$ cat src/rtl/nn_feeder_if.sv
// nn_feeder_if
//   Bundles the two handshake sides of the feeder:
//   - producer side: s_valid/s_ready plus the five beat words s_x..s_w
//   - NN side: in_valid plus data_x/data_h/weight_u/weight_v/weight_w,
//     and the NN response out_valid/out
//   modport slave  : the feeder's view
//   modport master : the view of the surrounding system (producer + NN)
interface nn_feeder_if #(
  parameter int WIDTH = 32
);
  logic             s_valid;
  logic             s_ready;
  logic [WIDTH-1:0] s_x, s_h, s_u, s_v, s_w;

  logic             in_valid;
  logic [WIDTH-1:0] data_x, data_h, weight_u, weight_v, weight_w;

  logic             out_valid;
  logic [WIDTH-1:0] out;

  modport slave (
    input  s_valid, s_x, s_h, s_u, s_v, s_w, out_valid, out,
    output s_ready, in_valid, data_x, data_h, weight_u, weight_v, weight_w
  );

  modport master (
    output s_valid, s_x, s_h, s_u, s_v, s_w, out_valid, out,
    input  s_ready, in_valid, data_x, data_h, weight_u, weight_v, weight_w
  );
endinterface

$ cat src/rtl/nn_feeder.sv
// nn_feeder
//   Buffers one BEATS-beat pattern from a producer, replays it to the NN as a
//   single gap-free in_valid burst, then counts BEATS out_valid responses.
//   Ports:
//     clk, rst_n   : clock, synchronous active-low reset
//     bus          : nn_feeder_if.slave (producer handshake + NN bus)
//     done         : one-cycle pulse when a pattern closes
//     err_proto    : sticky, out_valid seen outside WAIT
//     err_timeout  : sticky, WAIT ran out before BEATS responses
module nn_feeder #(
  parameter int WIDTH   = 32,
  parameter int BEATS   = 9,
  parameter int H_BEATS = 3,
  parameter int MAX_LAT = 1000
)(
  input  logic        clk,
  input  logic        rst_n,
  nn_feeder_if.slave  bus,
  output logic        done,
  output logic        err_proto,
  output logic        err_timeout
);
  localparam int IW = $clog2(BEATS + 1);
  localparam int LW = $clog2(MAX_LAT + 1);

  localparam logic [IW-1:0] LAST_IDX = IW'(BEATS - 1);
  localparam logic [IW-1:0] END_IDX  = IW'(BEATS);
  localparam logic [IW-1:0] H_LIM    = IW'(H_BEATS);
  localparam logic [LW-1:0] LAT_END  = LW'(MAX_LAT - 1);

  typedef struct packed {
    logic [WIDTH-1:0] x, h, u, v, w;
  } beat_t;

  typedef enum logic [1:0] {LOAD, SEND, WAIT, DONE} state_t;

  state_t           st_q;
  logic [IW-1:0]    wr_q, rd_q, cnt_q;
  logic [LW-1:0]    lat_q;
  logic             vld_q, done_q, errp_q, errt_q;
  beat_t            out_q;
  beat_t            mem_q [BEATS];

  logic             acc_d;
  beat_t            beat_d, first_d;

  // The response word is only counted, never looked at.
  logic unused_out;
  assign unused_out = ^bus.out;

  // Gated by rst_n so nothing is accepted in a reset cycle.
  assign bus.s_ready = rst_n && (st_q == LOAD);
  assign acc_d       = bus.s_valid && bus.s_ready;

  // Beats past the recurrent-state window carry no meaningful h.
  assign beat_d = '{x: bus.s_x,
                    h: (wr_q < H_LIM) ? bus.s_h : '0,
                    u: bus.s_u, v: bus.s_v, w: bus.s_w};

  // First burst word: with a single-beat pattern the entry is being written
  // on the same edge, so take it straight from the producer.
  assign first_d = (wr_q == '0) ? beat_d : mem_q[0];

  // Buffer is not reset; each pattern overwrites every entry.
  always_ff @(posedge clk) begin
    if (acc_d) mem_q[wr_q] <= beat_d;
  end

  always_ff @(posedge clk) begin
    if (!rst_n) begin
      st_q   <= LOAD;
      wr_q   <= '0;
      rd_q   <= '0;
      cnt_q  <= '0;
      lat_q  <= '0;
      vld_q  <= 1'b0;
      out_q  <= '0;
      done_q <= 1'b0;
      errp_q <= 1'b0;
      errt_q <= 1'b0;
    end else begin
      done_q <= 1'b0;
      if (bus.out_valid && st_q != WAIT) errp_q <= 1'b1;

      case (st_q)
        LOAD: if (acc_d) begin
          if (wr_q == LAST_IDX) begin
            // Entry 0 goes out on this edge, so the read index continues at 1.
            wr_q  <= '0;
            rd_q  <= IW'(1);
            vld_q <= 1'b1;
            out_q <= first_d;
            st_q  <= SEND;
          end else begin
            wr_q <= wr_q + 1'b1;
          end
        end

        SEND: begin
          if (rd_q == END_IDX) begin
            rd_q  <= '0;
            vld_q <= 1'b0;
            out_q <= '0;
            st_q  <= WAIT;
          end else begin
            out_q <= mem_q[rd_q];
            rd_q  <= rd_q + 1'b1;
          end
        end

        WAIT: begin
          // Success is checked first so a final response on the last
          // allowed cycle is not reported as a timeout.
          if (bus.out_valid && cnt_q == LAST_IDX) begin
            done_q <= 1'b1;
            st_q   <= DONE;
          end else if (lat_q == LAT_END) begin
            errt_q <= 1'b1;
            done_q <= 1'b1;
            st_q   <= DONE;
          end else begin
            lat_q <= lat_q + 1'b1;
            if (bus.out_valid) cnt_q <= cnt_q + 1'b1;
          end
        end

        DONE: begin
          wr_q  <= '0;
          rd_q  <= '0;
          cnt_q <= '0;
          lat_q <= '0;
          st_q  <= LOAD;
        end

        default: st_q <= LOAD;
      endcase
    end
  end

  assign bus.in_valid = vld_q;
  assign bus.data_x   = out_q.x;
  assign bus.data_h   = out_q.h;
  assign bus.weight_u = out_q.u;
  assign bus.weight_v = out_q.v;
  assign bus.weight_w = out_q.w;

  assign done        = done_q;
  assign err_proto   = errp_q;
  assign err_timeout = errt_q;
endmodule

$ cat src/flat_wrapper.sv
// flat-port wrapper written by rule: the top's interface ports become plain ports
module nn_feeder_flat 
#(
  parameter int WIDTH   = 32,
  parameter int BEATS   = 9,
  parameter int H_BEATS = 3,
  parameter int MAX_LAT = 1000
)
  (clk, rst_n, done, err_proto, err_timeout, bus_s_valid, bus_s_x, bus_s_h, bus_s_u, bus_s_v, bus_s_w, bus_out_valid, bus_out, bus_s_ready, bus_in_valid, bus_data_x, bus_data_h, bus_weight_u, bus_weight_v, bus_weight_w);
  nn_feeder_if #(.WIDTH(WIDTH)) bus_i ();
  input  logic clk;
  input  logic rst_n;
  output logic done;
  output logic err_proto;
  output logic err_timeout;
  input wire logic [$bits(bus_i.s_valid)-1:0] bus_s_valid;
  input wire logic [$bits(bus_i.s_x)-1:0] bus_s_x;
  input wire logic [$bits(bus_i.s_h)-1:0] bus_s_h;
  input wire logic [$bits(bus_i.s_u)-1:0] bus_s_u;
  input wire logic [$bits(bus_i.s_v)-1:0] bus_s_v;
  input wire logic [$bits(bus_i.s_w)-1:0] bus_s_w;
  input wire logic [$bits(bus_i.out_valid)-1:0] bus_out_valid;
  input wire logic [$bits(bus_i.out)-1:0] bus_out;
  output wire logic [$bits(bus_i.s_ready)-1:0] bus_s_ready;
  output wire logic [$bits(bus_i.in_valid)-1:0] bus_in_valid;
  output wire logic [$bits(bus_i.data_x)-1:0] bus_data_x;
  output wire logic [$bits(bus_i.data_h)-1:0] bus_data_h;
  output wire logic [$bits(bus_i.weight_u)-1:0] bus_weight_u;
  output wire logic [$bits(bus_i.weight_v)-1:0] bus_weight_v;
  output wire logic [$bits(bus_i.weight_w)-1:0] bus_weight_w;
  assign bus_i.s_valid = bus_s_valid;
  assign bus_i.s_x = bus_s_x;
  assign bus_i.s_h = bus_s_h;
  assign bus_i.s_u = bus_s_u;
  assign bus_i.s_v = bus_s_v;
  assign bus_i.s_w = bus_s_w;
  assign bus_i.out_valid = bus_out_valid;
  assign bus_i.out = bus_out;
  assign bus_s_ready = bus_i.s_ready;
  assign bus_in_valid = bus_i.in_valid;
  assign bus_data_x = bus_i.data_x;
  assign bus_data_h = bus_i.data_h;
  assign bus_weight_u = bus_i.weight_u;
  assign bus_weight_v = bus_i.weight_v;
  assign bus_weight_w = bus_i.weight_w;
  nn_feeder #(.WIDTH(WIDTH), .BEATS(BEATS), .H_BEATS(H_BEATS), .MAX_LAT(MAX_LAT)) u_core (.clk(clk), .rst_n(rst_n), .bus(bus_i), .done(done), .err_proto(err_proto), .err_timeout(err_timeout));
endmodule
$ cat config.mk
export PLATFORM = sky130hd
export DESIGN_NAME = nn_feeder_flat
export DESIGN_NICKNAME = d
export VERILOG_FILES = /design/src/rtl/nn_feeder_if.sv /design/src/rtl/nn_feeder.sv /design/src/flat_wrapper.sv
export SDC_FILE = /design/constraint.sdc
export NUM_CORES = 2
export LEC_CHECK = 0
export ABC_AREA = 1
export CELL_PAD_IN_SITES_DETAIL_PLACEMENT = 0
export CELL_PAD_IN_SITES_GLOBAL_PLACEMENT = 1
export CORE_ASPECT_RATIO = 0.8
export CORE_MARGIN = 3
export CORE_UTILIZATION = 43
export DETAILED_ROUTE_END_ITERATION = 7
export MAX_ROUTING_LAYER = met4
export PLACE_DENSITY = 0.78
export SLEW_MARGIN = 15
export SYNTH_ARGS = -nofsm -noshare
export SYNTH_HDL_FRONTEND = slang
export SYNTH_SLANG_ARGS = --single-unit
export TNS_END_PERCENT = 1
$ cat constraint.sdc
create_clock -name clk -period 15.16 [get_ports clk]
set_input_delay 3.032 -clock clk [delete_from_list [all_inputs] [get_ports clk]]
set_output_delay 3.032 -clock clk [all_outputs]
set_load 0.01 [all_outputs]
# Word-level counts from Yosys, hierarchy flattened
# Memories as Yosys holds them, arrays and structs flattened. A register that Yosys moved wholly into a read port is not among the register bits.
# Index checks and enable logic that the tools add are counted.
[word_totals] reg_bits=188 ramBits=1440 inputBits=196 output_inout_bits=165 elab_cells=91 memories=1
[op_classes] add_sub_neg=4 order_cmp=1 n_eq_ne=15 muxes=36 n_bitwise=1 reduce_logical=19
[memory_table] name="u_core.mem_q" words=9 width=160 rd=2 rd_clocked_by_memory_dff=1 wr=1 line_no="nn_feeder.sv:42" source="beat_t mem_q [BEATS];"
[ops] op="$mux 160" count=4
[ops] op="$pmux 160 s2" count=1
[ops] op="$mux 4" count=10
[ops] op="$mux 32" count=1
[ops] op="$mux 10" count=2
[ops] op="$pmux 10 s2" count=1
[ops] op="$pmux 4 s2" count=2
[ops] op="$add 4x1->4 const B" count=3
[ops] op="$eq 4x4->1 const B" count=3
[ops] op="$pmux 4 s3" count=1
[ops] op="$reduce_and 3->1" count=4
[ops] op="$reduce_and 4->1" count=3
[ops] op="$add 10x1->10 const B" count=1
[ops] op="$eq 10x10->1 const B" count=1
[ops] op="$mux 2" count=5
[ops] op="$ne 2x2->1 const B" count=5
[ops] op="$pmux 2 s4" count=1
[ops] op="$mux 1" count=7
[ops] op="$reduce_bool 2->1" count=3
[ops] op="$eq 2x2->1 const B" count=2
[ops] op="$logic_and 1x1->1" count=4
[ops] op="$logic_not 4->1" count=1
[ops] op="$lt 4x2->1 const B" count=1
[ops] op="$ne 2x1->1 const B" count=2
[ops] op="7 further kinds" count=8

# Longest topological paths before layout
[logic_depth] depth_word=7 depth_mapped=12 depth_no_buf=11

# Worst setup path before layout
# OpenSTA, ideal clock, no wires.
[synth_timing] path_type="input port to flip-flop" from="input rst_n" to="memory u_core.mem_q[1][0] in the netlist's numbering, enable pin" setup_time_ps=876 arrival_time_ps=14256 required_ps=14284 path_slack_ps=27 path_stages=4 n_path_buf=2 path_cell_list="buf_4 -> nand3_1 -> clkbuf_1 -> nor3_1"
[synth_between] elab_chain_len=4
[synth_rtl] item="from (decl)" line_no="flat_wrapper.sv:12" source="input logic rst_n;"
[synth_rtl] item="$logic_and 1x1->1" line_no="nn_feeder.sv:52" source="assign bus.s_ready = rst_n && (st_q == LOAD);"
[synth_rtl] item="$logic_and 1x1->1" line_no="nn_feeder.sv:53" source="assign acc_d = bus.s_valid && bus.s_ready;"
[synth_rtl] item="$mux 1" line_no="nn_feeder.sv:66" source="if (acc_d) mem_q[wr_q] <= beat_d;"
[synth_rtl] item="$mux 1 (not written as such)" line_no="nn_feeder.sv:66"
[synth_rtl] item="to (decl)" line_no="nn_feeder.sv:42"
# No other way between the ends.

# Worst setup path in the final report
[layout_timing] from="input rst_n" to="output bus_s_ready"
[layout_between] elab_chain_len=1
[layout_rtl] item="$logic_and 1x1->1" line_no="nn_feeder.sv:52"
[layout_rtl] item="to (decl)" line_no="flat_wrapper.sv:24" source="output wire logic [$bits(bus_i.s_ready)-1:0] bus_s_ready;"
# No other way between the ends.

==> summary.md <==
| Metric | Value |
|---|---|
| Status | `finished clean` |
| Cts bufs inserted | `around 160` |
| Design Power | `between 0.009 and 0.01 W` |
| Clock latency on the worst-skew pair | `~0.8 ns` |
| CTS tree | `yes` |
| Post-Syn Instances | `6,173` |
| Via density | `between 5 and 6` |
| Max-slew headroom | `about 7.1%` |
| Vias in the first global route | `44,960` |
| GR Util All Layers | `between 20 and 25%` |
| Crit-path cells | `buf_6 > nand2_1 > inv_1 > clkdlybuf4s50_1` |
| Total iterations of the first detailed-routing run | `5` |
| CTS root buffer | `clkbuf_16` |
| Via count | `46,460` |
| H-tree depth | `4` |
| Starting Density | `43.58%` |
| HP Class | `flip-flop to flip-flop` |
| Ys async rst share | `0%` |
| LEAKAGE | `27.59 nW` |
| DRT iter0 DRCs | `between 4,000 and 5,000` |
| Nets | `between 6,000 and 7,000` |
| Crit path max fanout | `slightly above 70` |
| Pin count of the biggest net entering global routing | `about 210` |
| Grt ovf | `0` |
| # fillers | `13,380` |
| Crit path DAT | `around 4.3 ns` |
| Slowest cell on the critical path | `clkdlybuf4s50_1` |
| Synth area leader | `edfxtp_1` |
| Max Root-Sink Buffers | `3` |
| RSZ-0062 raised after global routing | `no` |
| Hpwl dp | `about 90 mm` |
| Slew Viols, Final | `0` |
| Synth top cells by count | `1,797 x nand2_1, 1,440 x edfxtp_1, 1,178 x nand3_1` |
| Fin crit period | `~7.3 ns` |
| Cell with the most instances after synthesis | `nand2_1` |
| Yosys top cell area share | `64.80%` |
| Main flop type after synthesis | `edfxtp_1` |
| Syn Std Cell Area | `~67,000 µm²` |
| Die area | `about 160,000 µm²` |
| Final hold viol count | `0` |
| F_max | `around 0.14 GHz` |
| Remaining DRCs | `0` |
| Max-cap violation count | `0` |
| PwrDens | `121.3 nW/µm²` |
| Placed Area | `slightly above 70,000 µm²` |
| CP endpoint kind | `output pin` |
| Synth cell types | `32` |
| CTS resizes | `0` |
| Multi-input gate area | `between 15,000 and 20,000 µm²` |
| Final wirelength | `about 190 mm` |
| Dominant cells by area after synthesis | `edfxtp_1 65%, nand2_1 10%, nand3_1 8.8%` |
| GP Congestion | `roughly 0.76` |
| Initial antenna violation count | `35` |
| Area delta synth->final | `15.31%` |
| # IOs | `361` |
| Core area | `153,100 µm²` |
| Critical Path Max Stage Delay | `roughly 0.53 ns` |
| Reg clk slew, reported paths | `0.06 ns` |
| Finished Cell Area | `76,950 µm²` |
| Clock sink count | `approximately 1,600` |
| FF/Latch Area | `between 40,000 and 50,000 µm²` |
| Post-synth net total | `6,383` |
| Final setup vio count | `0` |
| Mean Syn Cell Area | `between 10 and 15 µm²` |
| Final Util | `approximately half` |
| Yosys reg bits | `roughly 1,600` |
| Worst EP required | `~12 ns` |
| Number of routed nets with antenna violations | `0` |
| Synth warn | `0` |
| Row count | `approximately 130` |
| Period utilization | `about half` |
| Register area share after synthesis | `between 70% and 80%` |
| Ratio of cells with drive above 1 in the final layout | `around 5.4%` |
| Avg WL per Cell | `22.53 µm` |
| Clk_skew | `approximately 0.03 ns` |
| Die W | `roughly 450 µm` |
| TNS Setup | `0 ns` |
| Die height | `between 300 and 400 µm` |
| Worst-Margin Slew | `about 1.4 ns` |
| Post-synth EDFFs | `approximately 1,400` |
| Highest ir drop seen on vdd | `a little over 90 µV` |
| CP Class | `input port to output pin` |
| Number of buffers added on ports | `328` |
| Postcts setup bufs | `0` |
| Global-route wire length before repair | `about 290 mm` |
| Worst Setup Start Kind | `input port` |
| Hold buffers post-CTS | `0` |
path summary, 6_finish.rpt:
path                           startpoint                       endpoint  slack (ns)  cells past startpoint
min reg2reg  u_core.cnt_q[3]$_SDFFE_PN0P_   u_core.cnt_q[3]$_SDFFE_PN0P_        0.50                      2
max reg2reg   u_core.st_q[1]$_SDFFE_PN0P_  u_core.mem_q[7][87]$_DFFE_PP_       10.39                      6
max                                 rst_n                    bus_s_ready        7.86                      4
min          u_core.cnt_q[3]$_SDFFE_PN0P_   u_core.cnt_q[3]$_SDFFE_PN0P_        0.50                      2
final cells by class:
| cell class | count | share of cell area (%) |
|---|---|---|
| Clock buffer | 217 | 5.883 |
| Multi-Input combinational cell | 4050 | 22.93 |
| Clock inverter | 85 | 1.150 |
| Sequential cell | 1632 | 61.21 |
| Antenna cell | 27 | 0.08781 |
| Timing Repair Buffer | 399 | 5.059 |
| Tap cell | 2015 | 3.277 |
| Inverter | 74 | 0.4098 |
layout by cell type (no fill, tap or decap), types with 27 or more instances in the layout:
cell type	instances
clkdlybuf4s50_1	327
dfxtp_1	189
a21oi_1	342
o21ai_0	146
clkinv_2	33
nand3_1	1178
nor2_1	510
buf_4	65
nand2_1	1796
clkbuf_1	34
clkbuf_16	167
diode_2	27
inv_1	63
edfxtp_1	1440
routing by layer:
layer	vias up	wire length [µm]	GRT usage (%)
li1	21800	-	-
met1	22750	82540	32.05
met2	1614	90070	38.58
met3	299	12710	3.749
met4	0	6176	9.294
met5	-	0	-
cell families after synthesis:
kind of cell	Yosys count	synth area share (%)
fa+ha+maj	14	0.2625
simple gates	3512	22.06
compound gates	520	3.930
flops	1632	70.56
xor+xnor	4	0.05251
buf+inv	491	3.135
sequential cells by signal, summed over array words and instances (netlist names), named ones only:
signal and count:
u_core.mem_q 1440, u_core.bus.data_h 32, u_core.bus.data_x 32, u_core.bus.weight_u 32, u_core.bus.weight_v 32, u_core.bus.weight_w 32, u_core.lat_q 10, u_core.cnt_q 4
u_core.rd_q 4, u_core.wr_q 4, u_core.st_q 2, u_core.bus.in_valid 1, u_core.done 1, u_core.err_proto 1, u_core.err_timeout 1
worst max-delay path: cells and delay by family:
kind,cells,cell delay [ns]
buffers and inverters,3,1.12
AND/OR/NAND/NOR,1,0.11
where the power goes:
part | internal, W | switching [W] | total (W)
Combinational | 0.0000976 | 0.000211 | 0.000309
Sequential | 0.00493 | 0.0000133 | 0.00494
Clock | 0.00236 | 0.00172 | 0.00408
metrics by stage:
stage | std cells | hold WS (ns) | setup slack [ns]
after floorplan | 6173 | 0.4659 | 0.02730
after global placement | 8170 | 0.4784 | 7.543
after detailed placement | 8170 | 0.4973 | 7.588
after CTS | 8472 | 0.5053 | 7.803
after global routing | 8499 | 0.5281 | 7.748
final | 8499 | 0.5030 | 7.861
(Power assumes the default switching activity.)
